[src/rtl/xyolo_conv_seq_if.sv]
// Control/memory-side signal bundle of the xyolo convolution sequencer.
// master: the sequencer itself; slave: the controller and datapath around it.
interface xyolo_conv_seq_if #(
  parameter int MEM_ADDR_W    = 10,
  parameter int VWRITE_ADDR_W = 10,
  parameter int CNT_W         = 12
);
  logic                     run;
  logic [CNT_W-1:0]         cfg_nout_m1;
  logic [CNT_W-1:0]         cfg_nacc_m1;
  logic [MEM_ADDR_W-1:0]    cfg_pix_base;
  logic [MEM_ADDR_W-1:0]    cfg_pix_incr;
  logic [VWRITE_ADDR_W-1:0] cfg_out_base;
  logic                     cfg_maxpool;
  logic                     vread_enB;
  logic [MEM_ADDR_W-1:0]    vread_addrB;
  logic [CNT_W-1:0]         w_addr;
  logic                     ld_acc;
  logic                     ld_res;
  logic                     ld_mp;
  logic                     vwrite_enB;
  logic [VWRITE_ADDR_W-1:0] vwrite_addrB;
  logic                     busy;
  logic                     done;

  modport master (
    input  run, cfg_nout_m1, cfg_nacc_m1, cfg_pix_base, cfg_pix_incr, cfg_out_base, cfg_maxpool,
    output vread_enB, vread_addrB, w_addr, ld_acc, ld_res, ld_mp, vwrite_enB, vwrite_addrB, busy, done
  );
  modport slave (
    output run, cfg_nout_m1, cfg_nacc_m1, cfg_pix_base, cfg_pix_incr, cfg_out_base, cfg_maxpool,
    input  vread_enB, vread_addrB, w_addr, ld_acc, ld_res, ld_mp, vwrite_enB, vwrite_addrB, busy, done
  );
endinterface

[src/rtl/xyolo_conv_seq.sv]
// Read/MAC/write sequencer for one xyolo convolution pass.
// Define XYOLO_SEQ_MAXPOOL_EN to enable 4:1 maxpool grouping of results.
module xyolo_conv_seq #(
  parameter int MEM_ADDR_W    = 10,
  parameter int VWRITE_ADDR_W = 10,
  parameter int CNT_W         = 12,
  parameter int RES_LAT       = 2
) (
  input  logic               clk,
  input  logic               rst,
  xyolo_conv_seq_if.master   bus
);
  typedef enum logic [1:0] {IDLE, ISSUE, DRAIN} state_t;

  state_t                   state_q, state_d;
  logic [CNT_W-1:0]         nout_q, nout_d, nacc_q, nacc_d;
  logic [CNT_W-1:0]         o_q, o_d, k_q, k_d;
  logic [CNT_W-1:0]         wr_idx_q, wr_idx_d, last_wr_q, last_wr_d;
  logic [MEM_ADDR_W-1:0]    incr_q, incr_d, row_q, row_d, addr_q, addr_d;
  logic [VWRITE_ADDR_W-1:0] out_base_q, out_base_d;
  logic [1:0]               first_q;
  logic [2:0]               last_q;
  logic [RES_LAT-1:0]       wr_dl_q;
  logic                     wr_trig, vwrite_en, run_acc;

  assign vwrite_en = wr_dl_q[RES_LAT-1];
  assign run_acc   = (state_q == IDLE) && bus.run;

  always_ff @(posedge clk or negedge rst) begin
    if (!rst) begin
      state_q    <= IDLE;
      nout_q     <= '0;
      nacc_q     <= '0;
      o_q        <= '0;
      k_q        <= '0;
      wr_idx_q   <= '0;
      last_wr_q  <= '0;
      incr_q     <= '0;
      row_q      <= '0;
      addr_q     <= '0;
      out_base_q <= '0;
    end else begin
      state_q    <= state_d;
      nout_q     <= nout_d;
      nacc_q     <= nacc_d;
      o_q        <= o_d;
      k_q        <= k_d;
      wr_idx_q   <= wr_idx_d;
      last_wr_q  <= last_wr_d;
      incr_q     <= incr_d;
      row_q      <= row_d;
      addr_q     <= addr_d;
      out_base_q <= out_base_d;
    end
  end

  // The current read (o_q, k_q, addr_q) is itself the registered read port.
  always_comb begin
    state_d    = state_q;
    nout_d     = nout_q;
    nacc_d     = nacc_q;
    o_d        = o_q;
    k_d        = k_q;
    last_wr_d  = last_wr_q;
    incr_d     = incr_q;
    row_d      = row_q;
    addr_d     = addr_q;
    out_base_d = out_base_q;
    wr_idx_d   = vwrite_en ? wr_idx_q + CNT_W'(1) : wr_idx_q;
    case (state_q)
      IDLE: begin
        if (bus.run) begin
          state_d    = ISSUE;
          nout_d     = bus.cfg_nout_m1;
          nacc_d     = bus.cfg_nacc_m1;
          incr_d     = bus.cfg_pix_incr;
          out_base_d = bus.cfg_out_base;
          o_d        = '0;
          k_d        = '0;
          row_d      = bus.cfg_pix_base;
          addr_d     = bus.cfg_pix_base;
          wr_idx_d   = '0;
`ifdef XYOLO_SEQ_MAXPOOL_EN
          last_wr_d  = bus.cfg_maxpool ? (bus.cfg_nout_m1 >> 2) : bus.cfg_nout_m1;
`else
          last_wr_d  = bus.cfg_nout_m1;
`endif
        end
      end
      ISSUE: begin
        if (k_q == nacc_q) begin
          k_d    = '0;
          o_d    = o_q + CNT_W'(1);
          row_d  = row_q + incr_q;
          addr_d = row_q + incr_q;
          if (o_q == nout_q) state_d = DRAIN;
        end else begin
          k_d    = k_q + CNT_W'(1);
          addr_d = addr_q + MEM_ADDR_W'(1);
        end
      end
      DRAIN: begin
        if (vwrite_en && (wr_idx_q == last_wr_q)) state_d = IDLE;
      end
      default: state_d = IDLE;
    endcase
  end

  // Tags ride along with each read: k=0 opens a sum, k=nacc closes it.
  always_ff @(posedge clk or negedge rst) begin
    if (!rst) begin
      first_q <= '0;
      last_q  <= '0;
    end else begin
      first_q <= {first_q[0], (state_q == ISSUE) && (k_q == '0)};
      last_q  <= {last_q[1:0], (state_q == ISSUE) && (k_q == nacc_q)};
    end
  end

`ifdef XYOLO_SEQ_MAXPOOL_EN
  logic       mp_q, ld_mp_q;
  logic [1:0] mp_grp_q;
  logic [CNT_W-1:0] res_idx_q;

  always_ff @(posedge clk or negedge rst) begin
    if (!rst) begin
      mp_q      <= 1'b0;
      ld_mp_q   <= 1'b0;
      mp_grp_q  <= '0;
      res_idx_q <= '0;
    end else begin
      ld_mp_q <= last_q[2] && mp_q;
      if (run_acc) begin
        mp_q      <= bus.cfg_maxpool;
        mp_grp_q  <= '0;
        res_idx_q <= '0;
      end else if (ld_mp_q) begin
        mp_grp_q  <= mp_grp_q + 2'd1;
        res_idx_q <= res_idx_q + CNT_W'(1);
      end
    end
  end

  // A group closes on its 4th member or on the final result of the pass.
  assign wr_trig   = mp_q ? (ld_mp_q && ((mp_grp_q == 2'd3) || (res_idx_q == nout_q)))
                          : last_q[2];
  assign bus.ld_mp = ld_mp_q;
`else
  assign wr_trig   = last_q[2];
  assign bus.ld_mp = 1'b0;
`endif

  genvar gi;
  generate
    for (gi = 0; gi < RES_LAT; gi++) begin : g_wr_dl
      always_ff @(posedge clk or negedge rst) begin
        if (!rst)          wr_dl_q[gi] <= 1'b0;
        else if (gi == 0)  wr_dl_q[gi] <= wr_trig;
        else               wr_dl_q[gi] <= wr_dl_q[(gi == 0) ? 0 : gi-1];
      end
    end
  endgenerate

  assign bus.vread_enB    = (state_q == ISSUE);
  assign bus.vread_addrB  = addr_q;
  assign bus.w_addr       = k_q;
  assign bus.ld_acc       = first_q[1];
  assign bus.ld_res       = last_q[2];
  assign bus.vwrite_enB   = vwrite_en;
  assign bus.vwrite_addrB = out_base_q + VWRITE_ADDR_W'(wr_idx_q);
  assign bus.done         = (state_q == IDLE);
  assign bus.busy         = (state_q != IDLE);
endmodule

[src/flat_wrapper.sv]
// flat-port wrapper written by rule: the top's interface ports become plain ports
module xyolo_conv_seq_flat 
#(
  parameter int MEM_ADDR_W    = 10,
  parameter int VWRITE_ADDR_W = 10,
  parameter int CNT_W         = 12,
  parameter int RES_LAT       = 2
)
  (clk, rst, bus_run, bus_cfg_nout_m1, bus_cfg_nacc_m1, bus_cfg_pix_base, bus_cfg_pix_incr, bus_cfg_out_base, bus_cfg_maxpool, bus_vread_enB, bus_vread_addrB, bus_w_addr, bus_ld_acc, bus_ld_res, bus_ld_mp, bus_vwrite_enB, bus_vwrite_addrB, bus_busy, bus_done);
  xyolo_conv_seq_if #(.MEM_ADDR_W(MEM_ADDR_W), .VWRITE_ADDR_W(VWRITE_ADDR_W), .CNT_W(CNT_W)) bus_i ();
  input  logic clk;
  input  logic rst;
  input wire logic [$bits(bus_i.run)-1:0] bus_run;
  input wire logic [$bits(bus_i.cfg_nout_m1)-1:0] bus_cfg_nout_m1;
  input wire logic [$bits(bus_i.cfg_nacc_m1)-1:0] bus_cfg_nacc_m1;
  input wire logic [$bits(bus_i.cfg_pix_base)-1:0] bus_cfg_pix_base;
  input wire logic [$bits(bus_i.cfg_pix_incr)-1:0] bus_cfg_pix_incr;
  input wire logic [$bits(bus_i.cfg_out_base)-1:0] bus_cfg_out_base;
  input wire logic [$bits(bus_i.cfg_maxpool)-1:0] bus_cfg_maxpool;
  output wire logic [$bits(bus_i.vread_enB)-1:0] bus_vread_enB;
  output wire logic [$bits(bus_i.vread_addrB)-1:0] bus_vread_addrB;
  output wire logic [$bits(bus_i.w_addr)-1:0] bus_w_addr;
  output wire logic [$bits(bus_i.ld_acc)-1:0] bus_ld_acc;
  output wire logic [$bits(bus_i.ld_res)-1:0] bus_ld_res;
  output wire logic [$bits(bus_i.ld_mp)-1:0] bus_ld_mp;
  output wire logic [$bits(bus_i.vwrite_enB)-1:0] bus_vwrite_enB;
  output wire logic [$bits(bus_i.vwrite_addrB)-1:0] bus_vwrite_addrB;
  output wire logic [$bits(bus_i.busy)-1:0] bus_busy;
  output wire logic [$bits(bus_i.done)-1:0] bus_done;
  assign bus_i.run = bus_run;
  assign bus_i.cfg_nout_m1 = bus_cfg_nout_m1;
  assign bus_i.cfg_nacc_m1 = bus_cfg_nacc_m1;
  assign bus_i.cfg_pix_base = bus_cfg_pix_base;
  assign bus_i.cfg_pix_incr = bus_cfg_pix_incr;
  assign bus_i.cfg_out_base = bus_cfg_out_base;
  assign bus_i.cfg_maxpool = bus_cfg_maxpool;
  assign bus_vread_enB = bus_i.vread_enB;
  assign bus_vread_addrB = bus_i.vread_addrB;
  assign bus_w_addr = bus_i.w_addr;
  assign bus_ld_acc = bus_i.ld_acc;
  assign bus_ld_res = bus_i.ld_res;
  assign bus_ld_mp = bus_i.ld_mp;
  assign bus_vwrite_enB = bus_i.vwrite_enB;
  assign bus_vwrite_addrB = bus_i.vwrite_addrB;
  assign bus_busy = bus_i.busy;
  assign bus_done = bus_i.done;
  xyolo_conv_seq #(.MEM_ADDR_W(MEM_ADDR_W), .VWRITE_ADDR_W(VWRITE_ADDR_W), .CNT_W(CNT_W), .RES_LAT(RES_LAT)) u_core (.clk(clk), .rst(rst), .bus(bus_i));
endmodule
[config.mk]
export PLATFORM = sky130hd
export DESIGN_NAME = xyolo_conv_seq_flat
export DESIGN_NICKNAME = d
export VERILOG_FILES = /design/src/rtl/xyolo_conv_seq_if.sv /design/src/rtl/xyolo_conv_seq.sv /design/src/flat_wrapper.sv
export SDC_FILE = /design/constraint.sdc
export NUM_CORES = 1
export LEC_CHECK = 0
export CORE_UTILIZATION = 55
export DETAILED_ROUTE_END_ITERATION = 6
export PLACE_DENSITY = 0.81
export SKIP_CTS_REPAIR_TIMING = 1
export SLEW_MARGIN = 0
export SYNTH_ARGS = -nofsm -noshare
export SYNTH_HDL_FRONTEND = slang
export SYNTH_SLANG_ARGS = --single-unit
[constraint.sdc]
create_clock -name clk -period 7.55 [get_ports clk]
set_input_delay 1.51 -clock clk [delete_from_list [all_inputs] [get_ports clk]]
set_output_delay 1.51 -clock clk [all_outputs]
set_load 0.01 [all_outputs]
==> metrics <==
run status finished clean; vias in the first global route 4969; post-synthesis sequential area ratio 0.444; final setup TNS 0 ns; met1 Use GR 0.390; global route total overflow 0; met3 Use GR 0.0406; Max-Slew Margin vs Limit 0.514; grt peak-use layer met2; Clock Path Buffers 2; DP Area 7120 µm²; final WL 14600 µm; Routed wire per std cell 16.3 µm; FFs w/ async S/R, synth 1.00; ys flop type dfrtp_1; Worst Max-Slew Pin Slew 0.729 ns; HP Class reg -> reg; Worst R2R Start u_core.state_q[0]; final-report hold violation count 0; total power 2110 µW; DPL Wire Length 10400 µm; share of cells above drive strength 1 0.0493; unrepaired setup endpoints after global routing no; # clock sinks 109; Mean Syn Cell Area 9.20 µm²; CTS tree built; WS Path Type reg -> out; vias per cell 5.83; initial antenna violation count 0; Setup violations, final 0; fmax 0.214 GHz; Cells after Synth 668; crit path max fanout 5; Final Skew 0.0165 ns; max-capacitance violation count 0; Hold WS 0.361 ns; Die Y 108 µm; Worst-Skew Late Latency 0.38 ns; Worst Setup Start Kind register; IO Count 97; crit path DAT 3.17 ns; crit path launch u_core.wr_idx_q[0]; Root Driver clkbuf_8; peak supply drop 0.175 mV; IO buf count 94; Pwr Density 289 nW/µm²; Slew Viols, Final 0; DRT antenna net count 0; Util after Layout 0.674; drt pass-1 iters 5; Rows 38; met2 GRT Util 0.414; core area 10800 µm²; Post-synth EDFFs 0; crit path capture type output pin; Worst Path Required 6.04 ns; total CTS buffers 9; die area 11600 µm²; htree depth 3; synth unique cells 68; worst hold start u_core.wr_dl_q[0]; Total GRT Usage 0.267; Initial DRC Count 387; Die Wd 108 µm; clk slew on worst S/H paths 0.10 ns; largest net degree at the start of global routing 68; cell area after synthesis 6140 µm²; Yosys reg bits 109; # diodes 0; YS warnings 0; Initial Utilization 0.567; global-route wire length before repair 24100 µm; GPL Wtd Cong 0.890; DR DRC count 0; Synth-to-Final Area Change 19.0%; fin crit share 0.620; Nets 829; syn nets 751; Leakage 0.00329 µW; fin crit period 4.68 ns; routed via count 5195; Finished Cell Area 7310 µm²
-- cells in the mapped netlist, types with 3 or more instances --
master	n	area share
o211ai_1	7	0.0086
nor2b_1	5	0.0051
and3_1	7	0.0071
clkbuf_1	23	0.014
nand4_1	16	0.016
a21oi_1	22	0.018
nand3_1	24	0.020
nor4_2	3	0.0061
a211oi_1	6	0.0073
a22o_1	3	0.0043
nor2_1	43	0.026
a2bb2oi_1	5	0.0071
and2_1	7	0.0071
nor4_1	4	0.0041
buf_6	4	0.0073
or4_1	8	0.0098
o21ai_0	22	0.018
nand2_1	160	0.098
o41ai_1	4	0.0057
nor3_1	7	0.0057
a31oi_1	5	0.0051
xor2_1	35	0.050
and4_1	4	0.0057
o31ai_1	4	0.0049
or3_1	3	0.0031
nor3b_1	3	0.0037
o2bb2ai_1	3	0.0043
dfrtp_1	109	0.44
ha_1	23	0.047
xnor2_1	33	0.047
a21o_1	6	0.0073
inv_1	7	0.0043
mux2_2	3	0.0055
mux2i_1	4	0.0065
nand2b_1	5	0.0051
-- critical path, cell delays in order (launching register included) --
cell and delay (ns):
dfrtp_1 0.47, ha_1 0.25, fa_1 0.43, a21o_1 0.19, a21oi_1 0.22, o21ai_0 0.17
o41ai_1 0.36, xnor2_1 0.16, clkdlybuf4s50_1 0.55
-- report_power, final --
part	internal, µW	leakage, µW	switching [µW]
clock	142	0.000101	206
sequential	710	0.00136	184
combinational	464	0.00184	407
total	1320	0.00329	796
-- stage by stage --
| stage | instances | setup WS [ns] |
|---|---|---|
| final | 891 | 2.87 |
| after floorplan | 668 | 4.04 |
| after detailed placement | 875 | 3.28 |
| after global routing | 891 | 2.62 |
| after CTS | 891 | 2.86 |
| after global placement | 875 | 3.38 |
-- sequential cells by signal, summed over array words and instances, names as in the netlist --
register	flops
u_core.o_q	12
u_core.out_base_q	10
u_core.last_q	3
u_core.wr_dl_q	1
u_core.bus.w_addr	12
u_core.nout_q	12
u_core.nacc_q	12
u_core.bus.vread_addrB	10
u_core.incr_q	10
u_core.bus.vwrite_enB	1
u_core.first_q	2
u_core.wr_idx_q	12
u_core.row_q	10
u_core.state_q	2
-- area by class of cell --
cell class                      count  area, µm²
Inverter                            8       30.0
Clock inverter                      5       40.0
Tap cell                          140        175
Sequential cell                   109       2730
Multi-Input combinational cell    520       3220
Timing Repair Buffer               98        968
Clock buffer                       11        151
Fill cell                         890       3530
-- layout by cell type (no fill, tap or decap), types with 16 or more instances in the layout --
cell type	count
nor2_1	43
nand2_1	160
nand3_1	24
a21oi_1	22
clkdlybuf4s50_1	93
xnor2_1	33
ha_1	23
o21ai_0	22
xor2_1	35
dfrtp_1	109
nand4_1	16
-- worst paths after layout --
| path | to | slack, ns | cells past startpoint |
|---|---|---|---|
| worst min-delay path | u_core.bus.vwrite_enB | 0.36 | 0 |
| min in group asynchronous | u_core.out_base_q[1] | 1.16 | 1 |
| worst max register to register | u_core.row_q[7] | 4.30 | 5 |
| worst max-delay path | bus_vwrite_addrB[8] | 2.87 | 8 |
| max in group asynchronous | u_core.o_q[0] | 5.18 | 2 |
| worst min register to register | u_core.bus.vwrite_enB | 0.36 | 0 |
-- routing by layer --
layer,up-vias,wire (µm)
li1,2487,-
met1,2498,6660
met2,192,6770
met3,18,957
met4,0,172
met5,-,0
-- cells by family after synthesis --
| family | synth area share |
|---|---|
| flops | 0.444 |
| buf+inv | 0.0328 |
| fa+ha+maj | 0.0534 |
| simple gates | 0.234 |
| other cells | 0.000610 |
| xor+xnor | 0.0969 |
| mux | 0.0120 |
| compound gates | 0.126 |
No activity file was read; power rests on OpenSTA's default activity.
==> patch 1 (same flow settings) <==
Encoding of `state_t`: now one-hot (3 bits for 3 states).
--- a/src/rtl/xyolo_conv_seq.sv
+++ b/src/rtl/xyolo_conv_seq.sv
@@ -10,7 +10,7 @@
   input  logic               rst,
   xyolo_conv_seq_if.master   bus
 );
-  typedef enum logic [1:0] {IDLE, ISSUE, DRAIN} state_t;
+  typedef enum logic [2:0] {IDLE = 3'b001, ISSUE = 3'b010, DRAIN = 3'b100} state_t;
 
   state_t                   state_q, state_d;
   logic [CNT_W-1:0]         nout_q, nout_d, nacc_q, nacc_d;
Check against the original RTL: same outputs for any inputs over 4 cycles, from zero or initial values and one cycle with rst low; so few cycles prove little.
==> patch 1 against the original RTL <==
Setup slack improved by 0.079 ns. Via count is 5.5% higher. Final area up 4.7%. Wire length increased by 7.3%. Sequential cell count grew 1. Synthesized cell count rose by 5.4%. Synthesized area rose by 3.8%. Critical path type unchanged. Critical endpoint unchanged. Largest cell class unchanged.
Power is not compared: it rests on default switching activity, and its combinational part moved more than twofold at a synthesized area within 25%.
==> patch 1: results (changes against the original RTL) <==
INFO  metric placed_cell_area = 7380 um^2 (was 7120 um^2)
INFO  metric clock-skew-final = 0.00893 ns (was 0.0165 ns)
INFO  metric critPathArrivalTime = 3.09 ns (was 3.17 ns)
INFO  metric detailedRoute.firstIterationViolations = 380 (was 387)
INFO  metric reg2regPathDepth = 7 (was 5)
INFO  metric timing.rr.end = u_core.o_q[7]$_DFFE_PN0P_ (was u_core.row_q[7]$_DFFE_PN0P_)
INFO  metric clkLatencyLatePin = 0.36 ns (was 0.38 ns)
INFO  metric synth-compound-area-share = 0.115 (was 0.126)
INFO  metric whs_endpoint = u_core.first_q[1]$_DFF_PN0_ (was u_core.bus.vwrite_enB$_DFF_PN0_)
INFO  metric worst-slew-pin-transition = 0.885 ns (was 0.729 ns)
INFO  metric grt_first_pass_wirelength = 25900 um (was 24100 um)
INFO  metric place_inst = 915 (was 875)
INFO  metric globalRouteTotalUtil = 0.280 (was 0.267)
INFO  metric met1_length = 6570 um (was 6660 um)
INFO  metric synth_common_cells = sky130_fd_sc_hd__nand2_1 (178), sky130_fd_sc_hd__dfrtp_1 (109), sky130_fd_sc_hd__xnor2_1 (44), sky130_fd_sc_hd__nor2_1 (33), sky130_fd_sc_hd__nand3_1 (31) (was sky130_fd_sc_hd__nand2_1 (160), sky130_fd_sc_hd__dfrtp_1 (109), sky130_fd_sc_hd__nor2_1 (43), sky130_fd_sc_hd__xor2_1 (35), sky130_fd_sc_hd__xnor2_1 (33))
INFO  metric synth_xor_area_frac = 0.0961 (was 0.0969)
INFO  metric post-route-period-util = 0.610 (was 0.620)
INFO  metric post-place-ws = 3.37 ns (was 3.28 ns)
INFO  metric design.final.nets = 869 (was 829)
INFO  metric min_from = u_core.first_q[0]$_DFF_PN0_ (was u_core.wr_dl_q[0]$_DFF_PN0_)
INFO  metric ff2ff_setup_slack = 4.93 ns (was 4.30 ns)
INFO  metric share_of_post_route_cells_with_drive_strength_above_1 = 0.0430 (was 0.0493)
INFO  metric place_hpwl = 11100 um (was 10400 um)
INFO  metric via_per_inst = 5.89 (was 5.83)
INFO  metric clk_pin_slew = 0.08 ns (was 0.10 ns)
INFO  metric non_filler_instance_count_after_layout = 930 (was 891)
INFO  metric status = finished, final reports clean (unchanged)
patch 1: changes by cell type in the layout (fill, tap and decap cells not counted), moves of 8 or more:
cell                        before  now
sky130_fd_sc_hd__clkbuf_8       11    0
sky130_fd_sc_hd__mux2i_1         4   12
sky130_fd_sc_hd__and3_1          7   15
sky130_fd_sc_hd__clkbuf_16       0    9
sky130_fd_sc_hd__nand2_1       160  177
sky130_fd_sc_hd__xor2_1         35   26
sky130_fd_sc_hd__nor2_1         43   33
sky130_fd_sc_hd__xnor2_1        33   44
sky130_fd_sc_hd__o21ai_1         0   15
sky130_fd_sc_hd__o21ai_0        22   14
patch 1: worst reg2reg max path, stage by stage, from the launching register on:
cell and delay (ns):
sky130_fd_sc_hd__dfrtp_1 0.44, sky130_fd_sc_hd__or3b_1 0.40, sky130_fd_sc_hd__buf_4 0.25, sky130_fd_sc_hd__clkinv_4 0.22, sky130_fd_sc_hd__nand4_4 0.41, sky130_fd_sc_hd__inv_4 0.27
sky130_fd_sc_hd__nor2_2 0.15, sky130_fd_sc_hd__o41ai_2 0.39
patch 1: power breakdown:
group          total [mW]  switching [mW]  leakage, nW  internal (mW)
logic              0.0428          0.0170         1.86         0.0258
clock network       0.460           0.231        0.139          0.229
registers           0.589               0         1.39          0.589
total                1.09           0.248         3.39          0.843
patch 1: cell type report:
type | count | area [um^2]
flip-flops and latches | 110 | 2750
clock inverters | 6 | 51.3
inverters | 14 | 60.1
clock buffers | 9 | 225
repair buffers | 98 | 968
fillers | 886 | 3420
well taps | 140 | 175
multi-input cells | 553 | 3420
patch 1: layer usage:
metal / track usage / vias up
li1: - / 2619
met1: 0.344 / 2650
met2: 0.484 / 173
met3: 0.0652 / 39
met4: 0.0924 / 0
met5: 0 / -
==> patch 2 (same flow settings) <==
Without the edit above. The option `XYOLO_SEQ_MAXPOOL_EN` is turned on by a define.
--- a/src/rtl/xyolo_conv_seq.sv
+++ b/src/rtl/xyolo_conv_seq.sv
@@ -1,5 +1,7 @@
 // Read/MAC/write sequencer for one xyolo convolution pass.
 // Define XYOLO_SEQ_MAXPOOL_EN to enable 4:1 maxpool grouping of results.
+`define XYOLO_SEQ_MAXPOOL_EN
+
 module xyolo_conv_seq #(
   parameter int MEM_ADDR_W    = 10,
   parameter int VWRITE_ADDR_W = 10,
Behaviour: not the same (a bounded check fails within 10 cycles, from zero or initial values and one cycle with rst low).
==> patch 2 against the original RTL <==
Maximum frequency fell by 0.15%. Sequential cell count rose by 28. Setup slack got worse by 0.0070 ns. Synthesized area rose by 18%. Wire length rose by 21%. Sequential power rose by 16%. Power rose by 25%. First-iteration DRC count rose by 23%. Sequential share of layout area rose by 0.85 points. Core utilization rose by 2.9 points. Die area rose by 18%. Final area rose by 23%. Critical endpoint unchanged.
==> patch 2: results (changes against the original RTL) <==
INFO  metric status = finished, final reports clean (unchanged)
INFO  metric finalWirelength = 17700 um (was 14600 um)
INFO  metric place_inst = 1028 (was 875)
INFO  metric non_clock_buffer_count = 100 (was 98)
INFO  metric design.final.nets = 960 (was 829)
INFO  metric post-place-ws = 3.29 ns (was 3.28 ns)
INFO  metric non_filler_instance_count_after_layout = 1060 (was 891)
INFO  metric globalplace.congestion = 0.850 (was 0.890)
INFO  metric via_per_inst = 5.67 (was 5.83)
INFO  metric grt_start_max_net_pins = 77 (was 68)
INFO  metric nClkBuffers = 25 (was 11)
INFO  metric internal_power_contribution = 1.83 mW (was 1.32 mW)
INFO  metric clkLatencyLatePin = 0.43 ns (was 0.38 ns)
INFO  metric multi_input_combinational_area_share = 0.409 (was 0.440)
INFO  metric final-clk-cell-share = 0.0705 (was 0.0262)
INFO  metric filler_cell_count = 889 (was 890)
INFO  metric gr-usage-met1 = 0.345 (was 0.390)
INFO  metric power_clock = 889 uW (was 348 uW)
INFO  metric grt_first_pass_wirelength = 28600 um (was 24100 um)
INFO  metric clk_pin_slew = 0.06 ns (was 0.10 ns)
INFO  metric share_of_post_route_cells_with_drive_strength_above_1 = 0.0507 (was 0.0493)
INFO  metric clock-skew-final = 0.00883 ns (was 0.0165 ns)
INFO  metric globalRouteMet3Util = 0.0695 (was 0.0406)
INFO  metric synth_common_cells = sky130_fd_sc_hd__nand2_1 (196), sky130_fd_sc_hd__dfrtp_1 (137), sky130_fd_sc_hd__nor2_1 (59), sky130_fd_sc_hd__xnor2_1 (54), sky130_fd_sc_hd__xor2_1 (46) (was sky130_fd_sc_hd__nand2_1 (160), sky130_fd_sc_hd__dfrtp_1 (109), sky130_fd_sc_hd__nor2_1 (43), sky130_fd_sc_hd__xor2_1 (35), sky130_fd_sc_hd__xnor2_1 (33))
INFO  metric worst-slew-pin-transition = 1.04 ns (was 0.729 ns)
INFO  metric sequential_cell_total = 137 (was 109)
INFO  metric critPathArrivalTime = 3.18 ns (was 3.17 ns)
INFO  metric first_global_vias = 5930 (was 4969)
INFO  metric mappedNetlistNets = 871 (was 751)
INFO  metric met3_length = 1040 um (was 957 um)
INFO  metric static-leakage-power = 4.10 nW (was 3.29 nW)
INFO  metric ir_worst_vdd = 0.000151 V (was 0.000175 V)
INFO  metric multi_input_gates = 607 (was 520)
INFO  metric place_hpwl = 12100 um (was 10400 um)
patch 2: path summary, 6_finish.rpt:
path,cells after the start,slack (ns),endpoint,from
max reg2reg,6,4.40,u_core.row_q[8]$_DFFE_PN0P_,u_core.state_q[1]$_DFFE_PN0P_
max in group asynchronous,2,4.99,u_core.out_base_q[2]$_DFFE_PN0P_,rst
min in group asynchronous,1,1.23,u_core.row_q[1]$_DFFE_PN0P_,rst
min,0,0.35,u_core.first_q[1]$_DFF_PN0_,u_core.first_q[0]$_DFF_PN0_
max,8,2.86,bus_vwrite_addrB[8],u_core.wr_idx_q[0]$_DFF_PN0_
min reg2reg,0,0.35,u_core.first_q[1]$_DFF_PN0_,u_core.first_q[0]$_DFF_PN0_
patch 2: cells by family after synthesis:
kind of cell,Yosys count,synth area share
AO/OA/AOI/OAI,115,0.0999
XOR/XNOR,100,0.121
adder cells (fa/ha/maj),27,0.0486
buffers and inverters,42,0.0231
flip-flops,137,0.472
multiplexers,17,0.0234
AND/OR/NAND/NOR,348,0.213
